==> src/rtl/fifo_rd_pkg.sv <==
// Shared types for the FIFO read-side stream responder.
// Occupancy encoding doubles as the entry count of the prefetch buffer.
package fifo_rd_pkg;

   localparam int BUF_DEPTH = 2;

   typedef enum logic [1:0] {
      EMPTY = 2'd0,
      ONE   = 2'd1,
      TWO   = 2'd2
   } occ_state_e;

   function automatic logic [1:0] occ_count(input occ_state_e s);
      return s;
   endfunction

endpackage

==> src/rtl/fifo_rd_skid.sv <==
// Two-entry in-order prefetch buffer: head feeds the stream, tail absorbs
// the word that was already requested from the FIFO when the head stalls.
import fifo_rd_pkg::*;

module fifo_rd_skid #(
   parameter int DATA_WIDTH = 8
) (
   input  logic                  clk,
   input  logic                  rst_n,
   input  logic                  push,
   input  logic [DATA_WIDTH-1:0] push_data,
   input  logic                  pop,
   output logic [DATA_WIDTH-1:0] head_data,
   output occ_state_e            state
);

   logic [DATA_WIDTH-1:0] tail_data;

   always_ff @(posedge clk or negedge rst_n) begin
      if (!rst_n) begin
         state     <= EMPTY;
         head_data <= '0;
         tail_data <= '0;
      end else begin
         case (state)
            EMPTY: begin
               if (push) begin
                  head_data <= push_data;
                  state     <= ONE;
               end
            end
            ONE: begin
               if (push && !pop) begin
                  tail_data <= push_data;
                  state     <= TWO;
               end else if (pop && !push) begin
                  state <= EMPTY;
               end else if (push && pop) begin
                  head_data <= push_data;
               end
            end
            TWO: begin
               // The issue rule keeps a push from ever landing while full.
               if (pop) begin
                  head_data <= tail_data;
                  state     <= ONE;
               end
            end
            default: state <= EMPTY;
         endcase
      end
   end

   a_no_push_when_full : assert property (@(posedge clk) disable iff (!rst_n)
      !(state == TWO && push));

   a_no_pop_when_empty : assert property (@(posedge clk) disable iff (!rst_n)
      !(state == EMPTY && pop));

endmodule

==> src/rtl/fifo_rd_stream.sv <==
// Drains the synchronous FIFO read port onto a valid/ready stream, using a
// 2-entry prefetch so the 1-cycle read latency never throttles throughput.
import fifo_rd_pkg::*;

module fifo_rd_stream #(
   parameter int DATA_WIDTH = 8,
   parameter int CNT_WIDTH  = 16
) (
   input  logic                  clk,
   input  logic                  rst_n,
   input  logic                  drain_en,
   input  logic                  fifo_empty,
   output logic                  fifo_rd_en,
   input  logic [DATA_WIDTH-1:0] fifo_rd_data,
   output logic                  m_valid,
   output logic [DATA_WIDTH-1:0] m_data,
   input  logic                  m_ready,
   output logic [CNT_WIDTH-1:0]  rd_count,
   output logic                  busy
);

   occ_state_e state;
   logic       in_flight;
   logic       pop;
   logic [1:0] occupancy;
   logic [2:0] demand;

   assign occupancy = occ_count(state);
   assign pop       = m_valid && m_ready;

   // Slots already claimed after this cycle's pop; pop implies occupancy >= 1.
   assign demand = {1'b0, occupancy} + {2'b00, in_flight} - {2'b00, pop};

   // Gated by rst_n so no read is requested while reset is held.
   assign fifo_rd_en = rst_n && drain_en && !fifo_empty && (demand < 3'(BUF_DEPTH));

   always_ff @(posedge clk or negedge rst_n) begin
      if (!rst_n) begin
         in_flight <= 1'b0;
         rd_count  <= '0;
      end else begin
         in_flight <= fifo_rd_en;
         if (pop) rd_count <= rd_count + 1'b1;
      end
   end

   fifo_rd_skid #(
      .DATA_WIDTH(DATA_WIDTH)
   ) u_skid (
      .clk       (clk),
      .rst_n     (rst_n),
      .push      (in_flight),
      .push_data (fifo_rd_data),
      .pop       (pop),
      .head_data (m_data),
      .state     (state)
   );

   assign m_valid = (state != EMPTY);
   assign busy    = m_valid || in_flight;

endmodule

==> config.mk <==
export PLATFORM = sky130hd
export DESIGN_NAME = fifo_rd_stream
export DESIGN_NICKNAME = d
export VERILOG_FILES = /design/src/rtl/fifo_rd_pkg.sv /design/src/rtl/fifo_rd_skid.sv /design/src/rtl/fifo_rd_stream.sv
export SDC_FILE = /design/constraint.sdc
export NUM_CORES = 1
export LEC_CHECK = 0
export BUFFER_PORTS_ARGS = -buffer_cell sky130_fd_sc_hd__clkbuf_2
export CAP_MARGIN = 20
export CORE_ASPECT_RATIO = 1.25
export CORE_MARGIN = 5
export CORE_UTILIZATION = 30
export DETAILED_ROUTE_END_ITERATION = 10
export SLEW_MARGIN = 20
export SYNTH_ARGS = -nofsm -noshare
export SYNTH_HDL_FRONTEND = slang
export SYNTH_SLANG_ARGS = --single-unit
==> constraint.sdc <==
create_clock -name clk -period 2.1 [get_ports clk]
set_clock_uncertainty 0.05 [all_clocks]
set_input_delay 0.315 -clock clk [delete_from_list [all_inputs] [get_ports clk]]
set_output_delay 0.315 -clock clk [all_outputs]
set_load 0.01 [all_outputs]
==> results.txt <==
The run finished, with violations left. The final reports fail on setup timing. The cell depth of the worst flop-to-flop path is 6. The synthesized netlist cell count came out at around 130. The power density of the placed cells is 911 mW/mm^2. The fill cell instance count of the final layout came out at ~540. After layout, the design draws a total of roughly 1800 uW. The maximum operating frequency is 444 MHz. The mapped netlist covers between 0.0015 and 0.002 mm^2. The number of pins with negative max-slew slack in the final report is 0.

The final routed DRC violation total came out at 0. The worst register-to-register path ends at u_skid.head_data[7]$_DFFE_PN0P_. For this run, the post-layout net count is ~190. The remaining global-route overflow came out at 0.

Averaged over all synthesized cells, the footprint is around 13 um^2. The worst-case clock buffer depth came out at 2. The count of buffers added on input and output ports is 39.

Clock tree synthesis found a total of 35 sinks. The initial antenna violation count is 0. In the synthesized netlist the dominant register cell turns out to be sky130_fd_sc_hd__dfrtp_1. Of the total synthesized cell area, the portion taken by AND, OR, NAND and NOR gates is 0.119.

The count of nets left with antenna violations once routing finished came out at 0. The fraction of layout cells with a size suffix above 1 is 0.491. The area share of the largest cell type after synthesis is 0.542. After detailed routing, the average wire length per cell comes to between 10 and 15 um. Setup slack on the critical path of the routed design comes to -150 ps. The TritonCTS buffer count came out at 5.

The number of design-rule violations left by the first detailed-router iteration is 28. In this run the clock root is driven by a sky130_fd_sc_hd__clkbuf_8. The number of placement rows is 30. The wire length of the first global-routing pass came out at 5.41 mm.

After synthesis the netlist holds a flip-flop and latch count of 35. For the pin with the worst max-slew slack, the measured transition is roughly 460 ps. The distinct cell type count of the synthesized netlist came out at 28.

The reported leakage power came out at ~0.001 uW. The type of the worst min-delay path is input port to async pin. The final clock period utilization by the worst path came out at 1.07. The post-synthesis adder-cell area fraction is 0.0201. Among all stages on the critical path, the largest delay is contributed by sky130_fd_sc_hd__fa_1. The fraction of synthesized cell area in xor and xnor cells came out at 0.0868. The startpoint class of the critical path is a register. The worst setup path is of the register to output pin kind. The placed wire-length estimate is between 2 and 2.5 mm. The number of non-filler instances in the completed layout is 239. The via count of the first global-routing pass came to roughly 1.2k.

The maximum number of pins on one net before global-route repair came out at 36. The initial standard-cell utilization of the core came out at 0.303. The reg2reg setup slack is between 300 and 400 ps. The via total after detailed routing is about 1.1k.

In this run the vertical extent of the chip is roughly 92 um. The share of the synthesized area in compound gates (AO/OA/AOI/OAI) is 0.0333. The number of max-cap violations is 0. The critical path goes through nor2b_2 > and2_4 > o21ai_2 > fa_1 > nand4b_1 > nor2_2 > buf_2. Across all hold checks on the routed design, the worst slack comes to between 40 and 50 ps. The cell count after placement came out at 230. The congestion estimate from routability-driven global placement came to 0.700.

Yosys instantiated no cell more often than sky130_fd_sc_hd__dfrtp_1. The worst slack at placement is between 80 and 90 ps. The die extent in x came out at roughly 76 um. The detailed-route wire length is around 3.2 mm. The TritonCTS clock tree is yes. The maximum ir drop on the vdd rail is between 400 and 500 uV. The count of yosys warnings during synthesis came out at 0. For the finished layout, the period the worst path requires is between 2000 and 2500 ps. Headroom to the max-slew limit came out at 0.695. The worst path arrival time is 1890 ps. The mux contribution to synthesized area is 0.180. Of all flip-flops after synthesis, the portion carrying an async set or reset was 1.00.

The insertion delay to the later sink of the worst-skew pair is 280 ps. The I/O pin count is 40. The number of endpoints with negative hold slack in the final report is 0. The total die area is a little under 0.007 mm^2. The worst setup path is captured at an output pin. The post-synthesis net count came out at 140. Summing all multi-input logic gate instances after layout gives between 700 and 800 um^2. The detailed-router iteration count before antenna repair came out at 3. Setup repair after global routing could not meet its margin everywhere. The placeable core region is roughly 0.0053 mm^2.

From synthesis to final layout, the design area changed by 24.7%. After synthesis, the largest family of logic cells by area is multiplexers. The post-CTS clock slew at the launch and capture registers of the worst setup and hold paths is about 70 ps. In this run, synthesis inferred 0 flip-flops with an integrated enable. The number of vias per cell is between 4 and 5.

The share of the Yosys chip area taken by registers is 0.542. After synthesis, the most frequently instantiated cells are sky130_fd_sc_hd__dfrtp_1, sky130_fd_sc_hd__mux2_2, sky130_fd_sc_hd__xnor2_1, sky130_fd_sc_hd__xor2_1, sky130_fd_sc_hd__nand2_1. After synthesis, the cell types taking the most area are sky130_fd_sc_hd__dfrtp_1, sky130_fd_sc_hd__mux2_2, sky130_fd_sc_hd__xnor2_1. The sequential cells in the finished layout cover a total of 877 um^2. The number of setup violations in the final report is 1. The count of inserted antenna diode cells is 0. The required time at the endpoint of the critical path is between 1500 and 2000 ps. The stage delay of the slowest cell on the critical path came out at around 480 ps.

The worst register-to-register path begins at u_skid.state[1]$_DFFE_PN0P_. The cell taking the most area after synthesis is sky130_fd_sc_hd__dfrtp_1. The deepest level of the CTS H-tree is 2. The global-route usage over all layers is 0.104. In this run the worst path has a maximum fanout of 2.
-- routing by layer --
layer / share of wire / vias up / global-route usage / wire length [um]
met1: 0.41 / 521 / 0.122 / 1320
met5: 0 / - / 0 / 0
met2: 0.49 / 29 / 0.164 / 1590
met4: 0.014 / 0 / 0.0408 / 45
li1: - / 524 / - / -
met3: 0.082 / 6 / 0.0471 / 264
-- sequential cells by signal (all words and copies together), names as in the netlist --
signal	count
in_flight	1
rd_count	16
u_skid.state	2
u_skid.head_data	8
u_skid.tail_data	8
-- layout by cell type, fill, tap and decap left out, types with 2 or more instances in the layout --
cell type                   n
sky130_fd_sc_hd__nand2_1    7
sky130_fd_sc_hd__buf_4      5
sky130_fd_sc_hd__nand3_1    4
sky130_fd_sc_hd__clkbuf_2  38
sky130_fd_sc_hd__nor3_1     4
sky130_fd_sc_hd__nor2_2     2
sky130_fd_sc_hd__clkbuf_8   5
sky130_fd_sc_hd__xnor2_1    8
sky130_fd_sc_hd__mux2_2    25
sky130_fd_sc_hd__and3_1     3
sky130_fd_sc_hd__clkbuf_1   2
sky130_fd_sc_hd__nor2_1     3
sky130_fd_sc_hd__dfrtp_1   34
sky130_fd_sc_hd__inv_1      5
sky130_fd_sc_hd__xor2_1     8
-- cell families (layout without fill, tap and decap cells) --
group,count (synthesis),count (layout)
compound gates,6,6
buf+inv,7,57
fa+ha+maj,2,2
mux,26,26
flops,35,35
simple gates,33,33
xor+xnor,16,16
-- layout make-up --
type / instances / area share
Inverter: 5 / 0.00932
Multi-Input combinational cell: 83 / 0.360
Tap cell: 64 / 0.0398
Clock inverter: 1 / 0.00248
Sequential cell: 35 / 0.435
Clock buffer: 7 / 0.0379
Timing Repair Buffer: 44 / 0.116
-- worst max-delay path, delay by kind of cell, from the launching register on --
family,cells,cell delay (ps)
simple gates,4,540
fa+ha+maj,1,480
flops,1,390
buf+inv,1,140
compound gates,1,60
-- repair_timing --
action	CTS	global route
buffers inserted	0	1
gates resized for setup	4	1
hold buffers	0	0
setup endpoints to repair	1	1
-- power by group --
| group | switching [uW] | leakage, uW | total, uW | internal, uW |
|---|---|---|---|---|
| sequential | 118 | 0.000441 | 943 | 825 |
| combinational | 197 | 0.000512 | 429 | 231 |
| clock | 230 | 0.0000422 | 463 | 233 |
| total | 546 | 0.000995 | 1830 | 1290 |
-- metrics by stage --
step / instance area (um^2) / utilization / TNS, ps
final: 2010 / 0.378 / -150
after floorplan: 1630 / - / 0
after detailed placement: 1920 / 0.360 / 0
after global routing: 2010 / 0.378 / -237
after CTS: 2010 / 0.377 / -172
after global placement: 1920 / 0.360 / 0
-- how the worst max path moves through the flow --
stage / startpoint / endpoint / cells after the start
5_1_grt: u_skid.state[0]$_DFFE_PN0P_ / fifo_rd_en / 7
3_3_place_gp: u_skid.state[1]$_DFFE_PN0P_ / fifo_rd_en / 7
4_1_cts: u_skid.state[0]$_DFFE_PN0P_ / fifo_rd_en / 7
3_5_place_dp: u_skid.state[0]$_DFFE_PN0P_ / fifo_rd_en / 7
2_1_floorplan: u_skid.state[1]$_DFFE_PN0P_ / fifo_rd_en / 7
6_report: u_skid.state[0]$_DFFE_PN0P_ / fifo_rd_en / 7
No activity file was read; power rests on OpenSTA's default activity.
